`src/rtl/control_sequencer.sv`:
```
// control_sequencer
// Fetch/decode/execute controller for the 4-bit Aeolus datapath. Issues the
// program counter, the register-file load strobes, the register-input source
// select and the ALU operation. Every instruction takes three cycles
// (FETCH, DECODE, EXECUTE) until a HLT parks the sequencer in HALT.
//
// Build option: define SEQ_SINGLE_STEP_EN to add the `step` input. FETCH
// then waits for step=1 at a rising edge before capturing the instruction.
//
// Ports:
//   clk        in   rising-edge clock
//   reset      in   asynchronous active-high reset
//   instr      in   ROM word at pc ([7:4] opcode, [3:0] immediate)
//   alu_carry  in   ALU carry/borrow out, valid during EXECUTE
//   step       in   single-step pulse (SEQ_SINGLE_STEP_EN only)
//   pc         out  ROM address
//   imm        out  immediate of the held instruction
//   src_sel    out  register-input source: 00 imm, 01 ALU, 10 A register
//   alu_sub    out  1 = A-B, 0 = A+B
//   LDA/LDB/LDO out single-cycle register-file load enables
//   halted     out  high while in HALT
module control_sequencer #(
  parameter int unsigned PC_WIDTH = 4
) (
  input  logic                clk,
  input  logic                reset,
  input  logic [7:0]          instr,
  input  logic                alu_carry,
`ifdef SEQ_SINGLE_STEP_EN
  input  logic                step,
`endif
  output logic [PC_WIDTH-1:0] pc,
  output logic [3:0]          imm,
  output logic [1:0]          src_sel,
  output logic                alu_sub,
  output logic                LDA,
  output logic                LDB,
  output logic                LDO,
  output logic                halted
);

  typedef enum logic [1:0] {
    S_FETCH,
    S_DECODE,
    S_EXECUTE,
    S_HALT
  } state_e;

  typedef enum logic [3:0] {
    OP_NOP   = 4'h0,
    OP_LDAI  = 4'h1,
    OP_LDBI  = 4'h2,
    OP_ADD   = 4'h3,
    OP_SUB   = 4'h4,
    OP_OUT   = 4'h5,
    OP_MOVBA = 4'h6,
    OP_JMP   = 4'h7,
    OP_JC    = 4'h8,
    OP_HLT   = 4'hF
  } op_e;

  state_e              state_q, state_d;
  logic [7:0]          ir_q, ir_d;
  logic [PC_WIDTH-1:0] pc_q, pc_d;
  logic [3:0]          imm_q, imm_d;
  logic [1:0]          src_q, src_d;
  logic                sub_q, sub_d;
  logic                cflag_q, cflag_d;
  logic                lda_q, lda_d;
  logic                ldb_q, ldb_d;
  logic                ldo_q, ldo_d;
  logic                halted_q, halted_d;
  logic                fetch_go;
  op_e                 op;
  logic [PC_WIDTH-1:0] pc_inc, pc_imm;

  assign op     = op_e'(ir_q[7:4]);
  assign pc_inc = pc_q + PC_WIDTH'(1);
  assign pc_imm = PC_WIDTH'(imm_q);

`ifdef SEQ_SINGLE_STEP_EN
  assign fetch_go = step;
`else
  assign fetch_go = 1'b1;
`endif

  always_comb begin
    state_d  = state_q;
    ir_d     = ir_q;
    pc_d     = pc_q;
    imm_d    = imm_q;
    src_d    = src_q;
    sub_d    = sub_q;
    cflag_d  = cflag_q;
    halted_d = halted_q;
    lda_d    = 1'b0;
    ldb_d    = 1'b0;
    ldo_d    = 1'b0;

    unique case (state_q)
      S_FETCH: begin
        if (fetch_go) begin
          ir_d    = instr;
          state_d = S_DECODE;
        end
      end

      // Strobes are decoded here and registered so they are high for exactly
      // the EXECUTE cycle with no combinational path from the ROM.
      S_DECODE: begin
        imm_d   = ir_q[3:0];
        src_d   = 2'b00;
        sub_d   = 1'b0;
        state_d = S_EXECUTE;
        case (op)
          OP_LDAI:  lda_d = 1'b1;
          OP_LDBI:  ldb_d = 1'b1;
          OP_ADD:   begin lda_d = 1'b1; src_d = 2'b01; end
          OP_SUB:   begin lda_d = 1'b1; src_d = 2'b01; sub_d = 1'b1; end
          OP_OUT:   ldo_d = 1'b1;
          OP_MOVBA: begin ldb_d = 1'b1; src_d = 2'b10; end
          default:  ;
        endcase
      end

      S_EXECUTE: begin
        state_d = S_FETCH;
        pc_d    = pc_inc;
        case (op)
          OP_ADD, OP_SUB: cflag_d = alu_carry;
          OP_JMP:         pc_d    = pc_imm;
          OP_JC:          pc_d    = cflag_q ? pc_imm : pc_inc;
          OP_HLT: begin
            pc_d     = pc_q;
            state_d  = S_HALT;
            halted_d = 1'b1;
          end
          default: ;
        endcase
      end

      S_HALT: ;

      default: state_d = S_FETCH;
    endcase
  end

  always_ff @(posedge clk or posedge reset) begin
    if (reset) begin
      state_q  <= S_FETCH;
      ir_q     <= '0;
      pc_q     <= '0;
      imm_q    <= '0;
      src_q    <= '0;
      sub_q    <= 1'b0;
      cflag_q  <= 1'b0;
      lda_q    <= 1'b0;
      ldb_q    <= 1'b0;
      ldo_q    <= 1'b0;
      halted_q <= 1'b0;
    end else begin
      state_q  <= state_d;
      ir_q     <= ir_d;
      pc_q     <= pc_d;
      imm_q    <= imm_d;
      src_q    <= src_d;
      sub_q    <= sub_d;
      cflag_q  <= cflag_d;
      lda_q    <= lda_d;
      ldb_q    <= ldb_d;
      ldo_q    <= ldo_d;
      halted_q <= halted_d;
    end
  end

  assign pc      = pc_q;
  assign imm     = imm_q;
  assign src_sel = src_q;
  assign alu_sub = sub_q;
  assign LDA     = lda_q;
  assign LDB     = ldb_q;
  assign LDO     = ldo_q;
  assign halted  = halted_q;

endmodule

```
`config.mk`:
```
export PLATFORM = sky130hd
export DESIGN_NAME = control_sequencer
export DESIGN_NICKNAME = d
export VERILOG_FILES = /design/src/rtl/control_sequencer.sv
export SDC_FILE = /design/constraint.sdc
export NUM_CORES = 1
export LEC_CHECK = 0
export ABC_AREA = 0
export CORE_MARGIN = 5
export CORE_UTILIZATION = 35
export CTS_BUF_LIST = sky130_fd_sc_hd__clkbuf_4
export CTS_CLUSTER_SIZE = 8
export DETAILED_ROUTE_END_ITERATION = 16
export DONT_BUFFER_PORTS = 1
export PLACE_DENSITY = 0.55
export SLEW_MARGIN = 40
export SYNTH_ARGS = -nofsm -noshare
export SYNTH_HDL_FRONTEND = slang
export SYNTH_SLANG_ARGS = --single-unit
```
`constraint.sdc`:
```
create_clock -name clk -period 3.2 [get_ports clk]
set_input_delay 0.48 -clock clk [delete_from_list [all_inputs] [get_ports clk]]
set_output_delay 0.48 -clock clk [all_outputs]
set_load 0.02 [all_outputs]
```
=== Word-level counts from Yosys, hierarchy flattened ===
Index checks and enable logic that the tools add are counted.

* Register bits after elaboration: 26
* Output and inout port bits: 15
* Logic and storage cells: 44

* $add $sub $neg: 1
* Equal/unequal tests: 11
* Muxes and demuxes: 12
* Bitwise gates (word level): 1
* Reductions and logical operators: 8

{| class="wikitable"
|+ Operators with widths
! kind !! count
|-
| == test 4 x 3 -> 1 bit, second input constant || 4
|-
| case mux 4 bit (3 select lines) || 1
|-
| == test 4 x 2 -> 1 bit, second input constant || 2
|-
| == test 4 bit, second input constant || 2
|-
| 2-to-1 mux 1 bit || 7
|-
| case mux 2 bit (3 select lines) || 1
|-
| AND reduction 2 bit || 3
|-
| adder 4 x 1 -> 4 bit, second input constant || 1
|-
| == test 4 x 1 -> 1 bit, second input constant || 1
|-
| 2-to-1 mux 4 bit || 1
|-
| case mux 2 bit (2 select lines) || 1
|-
| OR reduction 2 bit || 2
|-
| nonzero test 3 bit || 1
|-
| OR reduction 3 bit || 1
|-
| == test 2 x 1 -> 1 bit, second input constant || 1
|-
| == test 2 bit, second input constant || 1
|-
| zero test 2 bit || 1
|-
| 2-to-1 mux 2 bit || 1
|-
| inverter 1 bit || 1
|}

=== Longest topological paths before layout ===
* Depth after elaboration: 4
* Mapped depth: 6
* Depth with buffers taken out: 6

=== Worst setup path after synthesis ===
OpenSTA, ideal clock, no wires.

* Path kind: register to register
* From: register ir_q[4]
* To: register cflag_q
* Library setup time: 0.125 ns
* Arrival: 1.361 ns
* Setup slack: 1.714 ns
* Stages on the path, launching flop included: 6
* Path buffers: 1
* Clock period less this slack: 1.486 ns
* Cell sequence: dfrtp_1 > buf_6 > or3b_1 > a21oi_2 > nand2_1 > mux2_4

* Longest elaborated chain between the ends: 3
* Elaborated cells on any way between the ends: 4
* Those cells by class: 2 x eq/ne; 2 x reduce/logical

{| class="wikitable"
|+ RTL lines
! element !! line !! source
|-
| start: declaration || 63 || <nowiki>logic [7:0] ir_q, ir_d;</nowiki>
|-
| start signal: assignment || 163 || <nowiki>ir_q <= ir_d;</nowiki>
|-
| == test 4 x 2 -> 1 bit / == test 4 x 3 -> 1 bit (equally long branches) || 129 || <nowiki>case (op)</nowiki>
|-
| OR reduction 2 bit (no source line) * || n/a ||
|-
| AND reduction 2 bit (no source line) * || n/a ||
|-
| end signal: assignment || 168 || <nowiki>cflag_q <= cflag_d;</nowiki>
|-
| end: declaration || 68 || <nowiki>logic cflag_q, cflag_d;</nowiki>
|}

Every way passes the cells marked *; elsewhere a longest branch is shown, timed or not.
A chain may end at the register's enable or synchronous reset.

=== Final worst setup path ===
* From: register state_q[1]
* To: register src_q[1] (netlist: src_sel[1])

* Longest elaborated chain between the ends: 1

{| class="wikitable"
|+ RTL lines
! element !! line !! source
|-
| start: declaration || 62 || <nowiki>state_e state_q, state_d;</nowiki>
|-
| start signal: assignment || 162 || <nowiki>state_q <= state_d;</nowiki>
|-
| == test 2 x 1 -> 1 bit || 100 || <nowiki>unique case (state_q)</nowiki>
|-
| end signal: assignment || 166 || <nowiki>src_q <= src_d;</nowiki>
|-
| end: declaration || 66 || <nowiki>logic [1:0] src_q, src_d;</nowiki>
|}

Every way passes these cells.

==> results.cfg <==
[die]
die_x_um = 68.6
die_y_um = 68.6
io_pins = 26
core-area_sq_mm = 0.00334
initial_utilization_pct = 36.0
fp-row-count = 21
die_area_sq_mm = 0.00471

[placed_design]
place.gp.congestion = 0.689
hpwl_um = 1590
port_buffers = 0
placed_cells = 143

[final_layout]
drive_above_1_share_pct = 21.8
final_util_pct = 38.5
area_growth_pct = 6.97
final_cell_count_no_fill = 147
n_antenna_cell = 0
fin_nets = 118

[synth]
netlist_instances = 101
syn_area_sq_mm = 0.00120
seq_area_frac_synth_pct = 54.1
synth_edf_count = 0
yosys.area.top_type_share_pct = 54.1
synth_warnings = 0
yosysTopAreaCell = dfrtp_1
synth_area_leaders = dfrtp_1, mux2_2, ha_1, mux2i_1, inv_1
synth_ff_type = dfrtp_1
yosys.cell_count.top_type = dfrtp_1
synth.distinct_cells = 30
synthArstFlopShare_pct = 100
syn_avg_cell_area_sq_um = 11.9
netlist_top_cells_count = dfrtp_1, mux2_2, inv_1, nand2_1
synth_nets = 117
ys_ff_latch = 26

[worst_setup_path]
worstSetupPathType = register to register
critPathRequiredTime_ps = 3450
critPathMaxFanout = 11
cp-end-kind = register
cp_data_arrival_time_ps = 1830
worstSetupStartpointType = register

[clock_network]
ctsHoldBuffers = 0
cts_tree = yes
clk_pin_slew_ps = 140
cts-root-buf = clkbuf_4
ctsResizeCount = 0
h-tree-depth = 1
numCtsBuffers = 3
postCtsSetupBuffers = 0
insertion_delay_ps = 320
cts_buffer_depth = 2
cts_sinks = 26

[global_routing]
grt_pass1_vias = 720
antenna_found_initial = 0
grt_max_degree = 27
grt_remaining_overflow = 0
grt_pass1_wl_um = 3420
grt_usage_pct = 9.76

[route]
vias_per_cell = 4.91
firstDrtPassIters = 4
wl_um = 2070
vias = 722
antenna_left = 0
post-route-drc-count = 0
drt_iter0_drc = 43
wire_per_inst_um = 14.1

[timing]
fin_tns_setup_ps = 0
finalSetupViolCount = 0
finClkSkew_ps = 4.45
period_share_pct = 49.6
tightest_slew_ps = 513
rsz0062_at_grt = no
final_max_slew_viol_count = 0
hold_violations = 0
relSlewSlack_pct = 65.8
fmax_ghz = 0.630
finalCriticalPeriod_ps = 1590
whs_ps = 52.9

[worst_hold_path]
min_path_type = primary input to async pin

[power]
p_sw_share_pct = 39.5
p_sw_mw = 0.557
p_int_mw = 0.853
pwr-share-comb_pct = 31.0
powerDensity_mw_per_mm2 = 1100
p_leak_nw = 0.560
p_seq_share_pct = 53.2
peakVddDrop_mv = 0.213
clkPwrFrac_pct = 15.8

[run]
drv_cap = 0

[outcome]
status = completed
## registers in the layout, indices dropped and copies added (netlist names), 2 cells and up
register and count:
pc 4, imm 4, ir_q 8, src_sel 2, state_q 2
## power groups by stage
stage               Clock, mW  Sequential, mW  Combinational (mW)
global placement            0           0.757               0.434
global route            0.242           0.779               0.502
CTS                     0.230           0.755               0.446
floorplan                   0           0.690               0.425
detailed placement          0           0.763               0.444
finish                  0.223           0.749               0.437
## cells in the final DEF (no fill, tap or decap), types with 3 or more instances in the layout
| cell | count |
|---|---|
| ha_1 | 5 |
| o21ai_0 | 5 |
| dfrtp_1 | 26 |
| nand2_1 | 7 |
| nor2_1 | 3 |
| mux2_2 | 13 |
| mux2i_1 | 4 |
| clkbuf_4 | 3 |
| a21oi_1 | 4 |
| nand3b_1 | 3 |
| inv_1 | 6 |
## critical path, cell delays in order, from the launching register on
cell and delay, ps:
dfrtp_1 440, inv_1 90, ha_1 400, nand2b_1 160
nor3b_1 280, nand2_1 80, o21ai_0 80
## per-layer routing
metal	vias up	GRT usage (%)	wire length (um)
met5	-	0	0
met4	0	4.47	28
met3	2	3.24	132
met2	13	15.1	1020
met1	358	12.2	891
li1	349	-	-
## stage by stage
step / power, mW / cell area (sq um) / setup WS [ps]
4_1_cts: 1.43 / 1290 / 1600
5_1_grt: 1.52 / 1290 / 1400
3_5_place_dp: 1.21 / 1230 / 1640
6_report: 1.41 / 1290 / 1610
3_3_place_gp: 1.19 / 1230 / 1650
2_1_floorplan: 1.11 / 1200 / 1710
## layout make-up
type,count,area (sq um)
clock buffers,3,22.5
multi-input cells,64,499
fillers,337,2050
flip-flops and latches,26,651
well taps,46,57.6
inverters,7,26.3
clock inverters,1,30.0
## path summary, 6_finish.rpt
path,startpoint,to,slack (ps),depth (start not counted)
max in group asynchronous,reset,state_q[1]$_DFFE_PP0P_,2800,1
hold reg to reg,ir_q[0]$_DFFE_PP0N_,imm[0]$_DFFE_PP0N_,520,1
hold / removal,reset,ir_q[2]$_DFFE_PP0N_,50,1
setup reg to reg,state_q[1]$_DFFE_PP0P_,src_sel[1]$_DFFE_PP0N_,1610,6
min in group clk,instr[0],ir_q[0]$_DFFE_PP0N_,300,1
setup / recovery,state_q[1]$_DFFE_PP0P_,src_sel[1]$_DFFE_PP0N_,1610,6
## kinds of logic (layout without fill, tap and decap cells)
| logic type | count (synthesis) | in the layout | share of synthesized area [%] |
|---|---|---|---|
| AND/OR/NAND/NOR | 25 | 25 | 11.3 |
| AO/OA/AOI/OAI | 16 | 16 | 8.22 |
| buffers and inverters | 11 | 11 | 4.37 |
| flip-flops | 26 | 26 | 54.1 |
| multiplexers | 18 | 18 | 16.8 |
| adder cells (fa/ha/maj) | 5 | 5 | 5.20 |
(Power assumes the default switching activity.)
